==> src/rtl/ula_pkg.sv <==
`default_nettype none
// +----------------------------------------------------------------------------+
// | Module      : ula_pkg                                                      |
// | Description : Shared definitions for the multicycle ALU: opcode encoding,  |
// |               control FSM states and bit positions inside the flag word.   |
// |               flags = {Negative, Overflow, Carry, Zero}.                   |
// | Revision    : 1.0 - initial release                                        |
// +----------------------------------------------------------------------------+
package ula_pkg;

    // Operation select carried on ULAControl; codes 11..15 are undefined and
    // produce a zero result.
    typedef enum logic [3:0] {
        OP_ADD  = 4'd0,
        OP_SUB  = 4'd1,
        OP_AND  = 4'd2,
        OP_OR   = 4'd3,
        OP_XOR  = 4'd4,
        OP_SLTU = 4'd5,
        OP_SLT  = 4'd6,
        OP_SLL  = 4'd7,
        OP_SRL  = 4'd8,
        OP_SRA  = 4'd9,
        OP_MUL  = 4'd10
    } ula_op_e;

    // Control FSM. ST_BUSY is only ever entered when the iterative multiplier
    // is compiled in.
    typedef enum logic [1:0] {
        ST_IDLE = 2'd0,
        ST_BUSY = 2'd1,
        ST_DONE = 2'd2
    } ula_state_e;

    // Bit positions inside the 4-bit flag word.
    localparam int c_flag_z = 0;
    localparam int c_flag_c = 1;
    localparam int c_flag_v = 2;
    localparam int c_flag_n = 3;

    // Flag word after reset: result is zero, so only Zero is set.
    localparam logic [3:0] c_flags_rst = 4'b0001;

endpackage
`default_nettype wire

==> src/rtl/ula_mul_iter.sv <==
`default_nettype none
// +----------------------------------------------------------------------------+
// | Module      : ula_mul_iter                                                 |
// | Description : Iterative shift-add unsigned multiplier, one multiplier bit  |
// |               per clock. Operands are captured on start; the full         |
// |               2*WIDTH-bit product is formed over exactly WIDTH steps.      |
// |               Only instantiated when ULA_MUL_EN is defined.                |
// | Ports       : clk, rst_n (async, active low)                               |
// |               start   - load a/b and begin (ignored while running)        |
// |               a, b    - WIDTH-bit operands                                |
// |               done    - high during the final step                        |
// |               product - 2*WIDTH-bit product, valid while done is high     |
// | Revision    : 1.0 - initial release                                        |
// +----------------------------------------------------------------------------+
module ula_mul_iter #(
    parameter int WIDTH = 8
) (
    input  logic                 clk,
    input  logic                 rst_n,
    input  logic                 start,
    input  logic [WIDTH-1:0]     a,
    input  logic [WIDTH-1:0]     b,
    output logic                 done,
    output logic [2*WIDTH-1:0]   product
);

    localparam int                c_cntw = $clog2(WIDTH);
    localparam logic [c_cntw-1:0] c_last = c_cntw'(WIDTH - 1);
    localparam logic [c_cntw-1:0] c_one  = c_cntw'(1);

    logic                 r_busy;
    logic [c_cntw-1:0]    r_cnt;
    logic [2*WIDTH-1:0]   r_mcand;
    logic [WIDTH-1:0]     r_mplier;
    logic [2*WIDTH-1:0]   r_acc;
    logic [2*WIDTH-1:0]   w_acc_nxt;

    // Partial sum after the current step. Exposing it directly (rather than a
    // registered copy) lets the consumer capture the final product on the same
    // edge that performs the last step, so the unit takes exactly WIDTH cycles.
    assign w_acc_nxt = r_acc + (r_mplier[0] ? r_mcand : '0);
    assign done      = r_busy && (r_cnt == c_last);
    assign product   = w_acc_nxt;

    always_ff @(posedge clk or negedge rst_n) begin
        if (!rst_n) begin
            r_busy   <= 1'b0;
            r_cnt    <= '0;
            r_mcand  <= '0;
            r_mplier <= '0;
            r_acc    <= '0;
        end else if (start && !r_busy) begin
            r_busy   <= 1'b1;
            r_cnt    <= '0;
            r_mcand  <= {{WIDTH{1'b0}}, a};
            r_mplier <= b;
            r_acc    <= '0;
        end else if (r_busy) begin
            r_acc    <= w_acc_nxt;
            r_mcand  <= {r_mcand[2*WIDTH-2:0], 1'b0};
            r_mplier <= {1'b0, r_mplier[WIDTH-1:1]};
            r_cnt    <= r_cnt + c_one;
            if (done) begin
                r_busy <= 1'b0;
            end
        end
    end

endmodule
`default_nettype wire

==> src/rtl/ula_multiciclo.sv <==
`default_nettype none
// +----------------------------------------------------------------------------+
// | Module      : ula_multiciclo                                               |
// | Description : Multicycle ALU with valid/ready handshakes on both sides.    |
// |               Single-cycle ops (ADD, SUB, AND, OR, XOR, SLTU, SLT, SLL,    |
// |               SRL, SRA) complete one cycle after accept. MUL uses an       |
// |               iterative shift-add unit and completes WIDTH+1 cycles after  |
// |               accept. Result and flags are held until out_ready.           |
// | Config      : ULA_MUL_EN - compile in the iterative multiplier. Without   |
// |               it, MUL (10) behaves as an undefined opcode (result 0).      |
// | Ports       : clk, rst_n (async, active low)                               |
// |               in_valid/in_ready   - operation handshake (ready in IDLE)   |
// |               SrcA, SrcB          - operands; SrcB low bits = shift amt   |
// |               ULAControl          - operation select                      |
// |               out_valid/out_ready - result handshake                      |
// |               ULAResult           - registered result                     |
// |               flags               - {Negative, Overflow, Carry, Zero}     |
// | Revision    : 1.0 - initial release                                        |
// +----------------------------------------------------------------------------+
module ula_multiciclo
    import ula_pkg::*;
#(
    parameter int WIDTH = 8
) (
    input  logic              clk,
    input  logic              rst_n,
    input  logic              in_valid,
    output logic              in_ready,
    input  logic [WIDTH-1:0]  SrcA,
    input  logic [WIDTH-1:0]  SrcB,
    input  logic [3:0]        ULAControl,
    output logic              out_valid,
    input  logic              out_ready,
    output logic [WIDTH-1:0]  ULAResult,
    output logic [3:0]        flags
);

    localparam int c_shw = $clog2(WIDTH);
    localparam int c_msb = WIDTH - 1;

    ula_state_e         r_state;
    ula_state_e         w_state_nxt;
    logic [WIDTH-1:0]   r_result;
    logic [3:0]         r_flags;
    logic               w_load_alu;

    logic [c_shw-1:0]   w_shamt;
    logic [WIDTH:0]     w_sum;
    logic [WIDTH:0]     w_dif;
    logic [WIDTH:0]     w_shl;
    logic [WIDTH:0]     w_shr;
    logic [WIDTH:0]     w_sra;
    logic [WIDTH-1:0]   w_alu_res;
    logic               w_alu_c;
    logic               w_alu_v;
    logic [3:0]         w_alu_flags;

    // ------------------------------------------------------------------
    // Single-cycle datapath
    // ------------------------------------------------------------------
    assign w_shamt = SrcB[c_shw-1:0];

    // The extra MSB of the sum is the carry-out; the extra MSB of the
    // unsigned difference is the borrow (set exactly when A < B).
    assign w_sum = {1'b0, SrcA} + {1'b0, SrcB};
    assign w_dif = {1'b0, SrcA} - {1'b0, SrcB};

    // Shifts are done on a WIDTH+1 vector with a guard bit on the side the
    // data leaves, so the guard bit ends up holding the last bit shifted out
    // (and stays 0 for a zero shift amount).
    assign w_shl = {1'b0, SrcA} << w_shamt;
    assign w_shr = {SrcA, 1'b0} >> w_shamt;
    assign w_sra = $unsigned($signed({SrcA, 1'b0}) >>> w_shamt);

    always_comb begin
        w_alu_res = '0;
        w_alu_c   = 1'b0;
        w_alu_v   = 1'b0;
        case (ULAControl)
            OP_ADD: begin
                w_alu_res = w_sum[WIDTH-1:0];
                w_alu_c   = w_sum[WIDTH];
                w_alu_v   = (SrcA[c_msb] == SrcB[c_msb]) && (w_sum[c_msb] != SrcA[c_msb]);
            end
            OP_SUB: begin
                w_alu_res = w_dif[WIDTH-1:0];
                w_alu_c   = w_dif[WIDTH];
                w_alu_v   = (SrcA[c_msb] != SrcB[c_msb]) && (w_dif[c_msb] != SrcA[c_msb]);
            end
            OP_AND:  w_alu_res = SrcA & SrcB;
            OP_OR:   w_alu_res = SrcA | SrcB;
            OP_XOR:  w_alu_res = SrcA ^ SrcB;
            OP_SLTU: w_alu_res = {{(WIDTH-1){1'b0}}, (SrcA < SrcB)};
            OP_SLT:  w_alu_res = {{(WIDTH-1){1'b0}}, ($signed(SrcA) < $signed(SrcB))};
            OP_SLL: begin
                w_alu_res = w_shl[WIDTH-1:0];
                w_alu_c   = w_shl[WIDTH];
            end
            OP_SRL: begin
                w_alu_res = w_shr[WIDTH:1];
                w_alu_c   = w_shr[0];
            end
            OP_SRA: begin
                w_alu_res = w_sra[WIDTH:1];
                w_alu_c   = w_sra[0];
            end
            // MUL is handled by the iterative unit when present; otherwise it
            // falls through with the undefined codes and yields zero.
            default: w_alu_res = '0;
        endcase
    end

    always_comb begin
        w_alu_flags           = '0;
        w_alu_flags[c_flag_n] = w_alu_res[c_msb];
        w_alu_flags[c_flag_v] = w_alu_v;
        w_alu_flags[c_flag_c] = w_alu_c;
        w_alu_flags[c_flag_z] = (w_alu_res == '0);
    end

`ifdef ULA_MUL_EN
    // ------------------------------------------------------------------
    // Iterative multiplier
    // ------------------------------------------------------------------
    logic                 w_mul_start;
    logic                 w_mul_done;
    logic                 w_load_mul;
    logic [2*WIDTH-1:0]   w_mul_product;
    logic [3:0]           w_mul_flags;

    ula_mul_iter #(
        .WIDTH   (WIDTH)
    ) u_mul (
        .clk     (clk),
        .rst_n   (rst_n),
        .start   (w_mul_start),
        .a       (SrcA),
        .b       (SrcB),
        .done    (w_mul_done),
        .product (w_mul_product)
    );

    // Overflow flags any set bit above the low WIDTH bits of the product.
    always_comb begin
        w_mul_flags           = '0;
        w_mul_flags[c_flag_n] = w_mul_product[c_msb];
        w_mul_flags[c_flag_v] = |w_mul_product[2*WIDTH-1:WIDTH];
        w_mul_flags[c_flag_c] = 1'b0;
        w_mul_flags[c_flag_z] = (w_mul_product[WIDTH-1:0] == '0);
    end
`endif

    // ------------------------------------------------------------------
    // Control FSM
    // ------------------------------------------------------------------
    always_ff @(posedge clk or negedge rst_n) begin
        if (!rst_n) begin
            r_state <= ST_IDLE;
        end else begin
            r_state <= w_state_nxt;
        end
    end

    always_comb begin
        w_state_nxt = r_state;
        w_load_alu  = 1'b0;
`ifdef ULA_MUL_EN
        w_mul_start = 1'b0;
        w_load_mul  = 1'b0;
`endif
        case (r_state)
            ST_IDLE: begin
                if (in_valid) begin
`ifdef ULA_MUL_EN
                    if (ULAControl == OP_MUL) begin
                        w_mul_start = 1'b1;
                        w_state_nxt = ST_BUSY;
                    end else begin
                        w_load_alu  = 1'b1;
                        w_state_nxt = ST_DONE;
                    end
`else
                    w_load_alu  = 1'b1;
                    w_state_nxt = ST_DONE;
`endif
                end
            end
`ifdef ULA_MUL_EN
            ST_BUSY: begin
                if (w_mul_done) begin
                    w_load_mul  = 1'b1;
                    w_state_nxt = ST_DONE;
                end
            end
`endif
            ST_DONE: begin
                if (out_ready) begin
                    w_state_nxt = ST_IDLE;
                end
            end
            default: w_state_nxt = ST_IDLE;
        endcase
    end

    // ------------------------------------------------------------------
    // Result / flag registers: written only at accept (single-cycle ops) or
    // at multiplier completion, so input changes elsewhere are ignored.
    // ------------------------------------------------------------------
    always_ff @(posedge clk or negedge rst_n) begin
        if (!rst_n) begin
            r_result <= '0;
            r_flags  <= c_flags_rst;
        end else if (w_load_alu) begin
            r_result <= w_alu_res;
            r_flags  <= w_alu_flags;
        end
`ifdef ULA_MUL_EN
        else if (w_load_mul) begin
            r_result <= w_mul_product[WIDTH-1:0];
            r_flags  <= w_mul_flags;
        end
`endif
    end

    assign in_ready  = (r_state == ST_IDLE);
    assign out_valid = (r_state == ST_DONE);
    assign ULAResult = r_result;
    assign flags     = r_flags;

endmodule
`default_nettype wire

==> config.mk <==
export PLATFORM = sky130hd
export DESIGN_NAME = ula_multiciclo
export DESIGN_NICKNAME = d
export VERILOG_FILES = /design/src/rtl/ula_pkg.sv /design/src/rtl/ula_mul_iter.sv /design/src/rtl/ula_multiciclo.sv
export SDC_FILE = /design/constraint.sdc
export NUM_CORES = 1
export LEC_CHECK = 0
export BUFFER_PORTS_ARGS = -buffer_cell sky130_fd_sc_hd__buf_2
export CORE_UTILIZATION = 31
export CTS_CLUSTER_DIAMETER = 100
export CTS_CLUSTER_SIZE = 40
export DETAILED_ROUTE_END_ITERATION = 8
export SLEW_MARGIN = 10
export SYNTH_ARGS = -nofsm -noshare
export SYNTH_HDL_FRONTEND = slang
export SYNTH_SLANG_ARGS = --single-unit
==> constraint.sdc <==
create_clock -name clk -period 4.4 [get_ports clk]
set_input_delay 0.44 -clock clk [delete_from_list [all_inputs] [get_ports clk]]
set_output_delay 0.44 -clock clk [all_outputs]
set_load 0.05 [all_outputs]
## After elaboration in Yosys (flattened, before gate mapping)

Cells that the tools add are included.

- Logic and storage cells: 43
- Memories: 0
- Output and inout port bits: 14
- Register bits after elaboration: 14
- Memory bits (read-only): 0
- Bits in writable memories: 0
- Bits in latches: 0
- Input port bits: 24

- Mux-type cells: 8
- Multiply operators: 0
- Shift operators: 3
- Equal/unequal tests: 16
- Reduce and logical (&&, ||, !) cells: 6
- Bitwise logic cells: 3
- Magnitude comparators: 2
- Add/subtract/negate cells: 2
- Divide/modulo/power cells: 0

Operators with widths:

| kind | number |
|---|---|
| 8-bit case mux with 10 select lines | 1 |
| 4-bit by 3-bit == test with 1-bit output, second input constant | 4 |
| 8-bit < comparator | 2 |
| 8-bit by 8-bit adder with 9-bit output | 1 |
| 8-bit by 3-bit << shifter with 9-bit output | 1 |
| 9-bit by 3-bit right shift with 9-bit output | 1 |
| 9-bit by 3-bit >>> shifter with 9-bit output | 1 |
| 8-bit by 8-bit subtractor with 9-bit output | 1 |
| 8-bit AND | 1 |
| 4-bit by 2-bit == test with 1-bit output, second input constant | 2 |
| 4-bit == test, second input constant | 2 |
| 8-bit logical NOT | 1 |
| 8-bit OR | 1 |
| 8-bit XOR | 1 |
| 1-bit case mux with 5 select lines | 1 |
| 4-bit by 1-bit == test with 1-bit output, second input constant | 1 |
| 4-bit logical NOT | 1 |
| 2-bit two-way mux | 2 |
| 2-bit case mux with 2 select lines | 1 |
| 1-bit != test | 3 |
| 2-bit == test, second input constant | 1 |
| 1-bit logical AND | 2 |
| 2-bit logical NOT | 1 |
| 1-bit two-way mux | 2 |
| other kinds (5) | 5 |

## Depth between registers and ports, before layout

- Word-level depth: 4
- Gate-level depth with buffers: 10
- Gate-level depth less buffers: 10

## Least setup slack after synthesis

Ideal clock, no wire load.

- Path type: input port to flip-flop
- Start point: in SrcB[2]
- End point: reg r_flags[0], in the netlist flags[0]
- Setup time: 0.097 ns
- Slack: 1.684 ns
- Stages on the path: 10
- Path buffers: 1
- Required time: 4.303 ns
- Arrival time: 2.619 ns
- Path through: buf_2 clkinv_1 ha_1 nor2b_1 o21ai_1 nand2_1 a221o_1 a2111oi_2 nand3_1 o41ai_2

- Longest elaborated chain between the ends: 3
- Elaborated cells between the ends (all ways): 12
- Classes of those cells: add/sub (2); order compare (2); shift (3); mux (1); bitwise (3); reduce/logical (1)

Ends and longest elaborated chain:

| item | RTL line | source |
|---|---|---|
| start: declaration | ula_multiciclo.sv:30 | `input logic [WIDTH-1:0] SrcB,` |
| 8-bit by 8-bit subtractor with 9-bit output, or another cell as far along | ula_multiciclo.sv:66 | `assign w_dif = {1'b0, SrcA} - {1'b0, SrcB};` |
| 8-bit case mux with 10 select lines (*) | ula_multiciclo.sv:79 | `case (ULAControl)` |
| 8-bit logical NOT (*) | ula_multiciclo.sv:118 | `w_alu_flags[c_flag_z] = (w_alu_res == '0);` |
| end signal: assignment | ula_multiciclo.sv:212 | `r_flags <= c_flags_rst;` |
| end signal: assignment | ula_multiciclo.sv:215 | `r_flags <= w_alu_flags;` |
| end: declaration | ula_multiciclo.sv:44 | `logic [3:0] r_flags;` |

Mark *: on every way between the ends. The rest lies on a longest branch, timed or not.
A chain may end at the register's enable or synchronous reset.

## Final worst setup path

- Start point: in SrcB[1]
- End point: reg r_flags[0], in the netlist flags[0]

Same word-level chain as after synthesis.

==> run_results.csv <==
group,metric,value,unit
status,outcome,"finished, final reports clean",
floorplanning,dieWidth,90.5,um
floorplanning,start_util,0.328,
clocking,cts_buffers,3,
place,place_area,0.00262,mm2
worst_setup_path,critPathBufInv,2,
synthesis,synthFlopType,"dfrtp_1",
synthesis,ys_seq_area_frac,0.124,
place,dp.cells,431,
worst_setup_path,cp.required,4.54,ns
layout,layout-drive-gt1-share,0.193,
synthesis,avgSynthCellArea,7.69,um2
worst_setup_path,crit_fanout,23,
clocking,post-cts-setup-buffers,0,
layout,final_common_cell,"buf_2",
drt,drt-total-wl,7460,um
power_and_ir_drop,p_total,622,uW
place,hpwl,5870,um
worst_setup_path,cpMaxStageDelayCell,"ha_1",
synthesis,ys_ff_latch,12,
worst_setup_path,critical-path-top-delay-family,"compound AO/OA/AOI/OAI gates",
layout,syn_to_final_growth,9.68,%
timing,fin_setup_tns,0,ns
power_and_ir_drop,ir_drop,0.0000914,V
timing,hold_violations,0,
global_route,grt_usage,0.189,
place,routabilityCongestion,0.947,
place,preCtsSetupSlack,1.06,ns
layout,fin_nets,389,
drt,viasPerCell,5.74,
timing,setup_slack,1.25,ns
power_and_ir_drop,leakagePower,1.14,nW
timing,holdWs,0.0743,ns
clocking,hold_buffers,0,
drt,vias,2499,
timing,timing.final.crit_period,3.15,ns
synthesis,synthAdderAreaFrac,0.150,
global_route,grt_pass1_vias,2344,
layout,mostFrequentLayoutCells,"buf_2, nand2_1, nor2_1, ha_1, inv_1",
floorplanning,die-area,0.00820,mm2
timing,rsz0062_at_grt,"false",
worst_setup_path,crit_chain,"buf_2 -> clkinv_1 -> ha_1 -> o21ba_2 -> nor4_1 -> nor3_1 -> xor2_1 -> a211oi_1 -> nand3_1 -> o41ai_2",
floorplanning,die_y,90.5,um
worst_setup_path,cp.arrival,3.28,ns
floorplanning,io_pins,38,
clocking,cts_max_path_buffers,2,
drt,drtIter0Drc,229,
drt,post_drt_wl_per_cell,17.1,um
synthesis,synth-edff-count,0,
floorplanning,rows,31,
clocking,cts_resized,0,
drt,route.detailed.drc,0,
worst_setup_path,slowest_delay,0.44,ns
drt,drt_first_pass_iters,5,
synthesis,muxShareOfSynthArea,0.111,
timing,max-slew-margin-rel,0.252,
hold_path,hold_class,"input pin to async pin",
clocking,htree_num_levels,1,
layout,post-route-util,0.360,
timing,fin_skew,0.00115,ns
timing,worst_pin_slew,1.11,ns
floorplanning,fp.coreArea,0.00741,mm2
synthesis,syn-num-nets,368,
synthesis,synth_top_family_by_area,"compound AO/OA/AOI/OAI gates",
global_route,grt_max_degree,24,
global_route,grt.overflow.total,0,
synthesis,yosysUniqueCellTypes,64,
layout,layoutNonFillerInstCount,435,
clocking,clock-sinks,12,
place,io_buffers,37,
clocking,clkTransAtPathRegs,0.05,ns
synthesis,post_synth_inst_count,316,
worst_setup_path,cp-end-kind,"register",
synthesis,synth_compound_area_frac,0.275,
global_route,grt_pass1_wl,12500,um
synthesis,syn-cell-area,0.00243,mm2
synthesis,synth_simple_gate_area_share,0.250,
power_and_ir_drop,cellPowerDensity,233,mW/mm2
worst_setup_path,crit_type,"input pin to register",
layout,antenna_cells,0,
worst_setup_path,start_kind,"input pin",
clocking,tritoncts,"built",
clocking,insertion_delay,0.23,ns
job,cap_violations,0,
timing,slew_viol_final,0,
timing,finalCritPeriodShare,0.715,
timing,max_freq,318,MHz
synthesis,synthArstFlopShare,1.00,
layout,fillers,775,
synthesis,yosysWarningCount,0,
timing,setup_violations,0,
clocking,cts-root-buf,"clkbuf_8",
layout,final_area,0.00267,mm2
synthesis,synthXorXnorAreaFrac,0.00360,
global_route,antenna_found_initial,0,
drt,ant_nets,0,
## cells in the mapped netlist, drive strengths merged (2+ instances only)
master	count	area [um2]
or4b	3	30.0
nor4	5	31.3
clkinv	2	7.51
o32a	2	20.0
mux2	5	56.3
o21a	3	22.5
mux2i	10	100
clkbuf	6	22.5
nand4b	2	17.5
a221oi	3	26.3
o211ai	7	52.6
mux4	5	113
or4	2	18.8
o21bai	2	15.0
fa	2	40.0
nor3	5	25.0
inv	22	82.6
a22oi	6	45.0
a21oi	17	85.1
o21ai	22	114
nand3	10	50.1
a31oi	3	18.8
dfrtp	11	275
o31ai	2	20.0
nand4	2	12.5
buf	15	96.3
ha	26	325
o221ai	3	26.3
or3	3	18.8
a21o	3	22.5
a32oi	2	17.5
nor3b	5	42.5
a211oi	8	60.1
nor2	26	97.6
nand2	31	116
nor2b	9	56.3
or2	3	18.8
o41ai	2	25.0
nor4b	2	23.8
nand2b	5	31.3
## area by class of cell
cell class	instances	area (um2)	area share
clock buffers	4	45.0	0.0169
inverters	24	90.1	0.0338
multi-input cells	259	1920	0.720
flip-flops and latches	12	302	0.113
well taps	99	124	0.0465
repair buffers	37	185	0.0695
## worst reg2reg max path: stages, from the launching register on
cell and delay [ns]:
dfrtp_1 0.38, nor2b_1 0.50, o21ai_0 0.18, a21oi_1 0.16, nand3_1 0.17, nand4b_1 0.24, o41ai_2 0.23
## worst paths after layout
path,start,endpoint,slack (ns),cells after the start
setup / recovery,SrcB[1],flags[0],1.25,10
hold / removal,rst_n,ULAResult[0],0.07,1
setup reg to reg,r_state[1],flags[0],2.45,6
hold reg to reg,ULAResult[2],ULAResult[2],0.48,2
max in group asynchronous,rst_n,flags[0],4.05,1
min in group clk,out_ready,r_state[1],0.38,2
## kinds of logic after synthesis
group                    after synthesis
AO/OA/AOI/OAI                         95
AND/OR/NAND/NOR                      115
buffers and inverters                 45
adder cells (fa/ha/maj)               28
multiplexers                          20
XOR/XNOR                               1
flip-flops                            12
## sequential cells by signal, summed over array words and instances (netlist names)
register   count
r_state        1
ULAResult      8
flags          3
## report_power, final
part	switching, mW	internal [mW]	total [mW]	leakage, nW
combinational	0.260	0.114	0.375	0.967
sequential	0.0123	0.134	0.147	0.146
clock	0.0367	0.0635	0.100	0.0228
## metal layers
| layer | vias up | track usage | part of all wire |
|---|---|---|---|
| met1 | 1172 | 0.272 | 0.47 |
| met4 | 0 | 0.0497 | 0.024 |
| met3 | 17 | 0.0295 | 0.060 |
| met2 | 107 | 0.290 | 0.45 |
| met5 | - | 0 | 0 |
| li1 | 1203 | - | - |
Note: power is estimated with default switching activity, not from simulation.
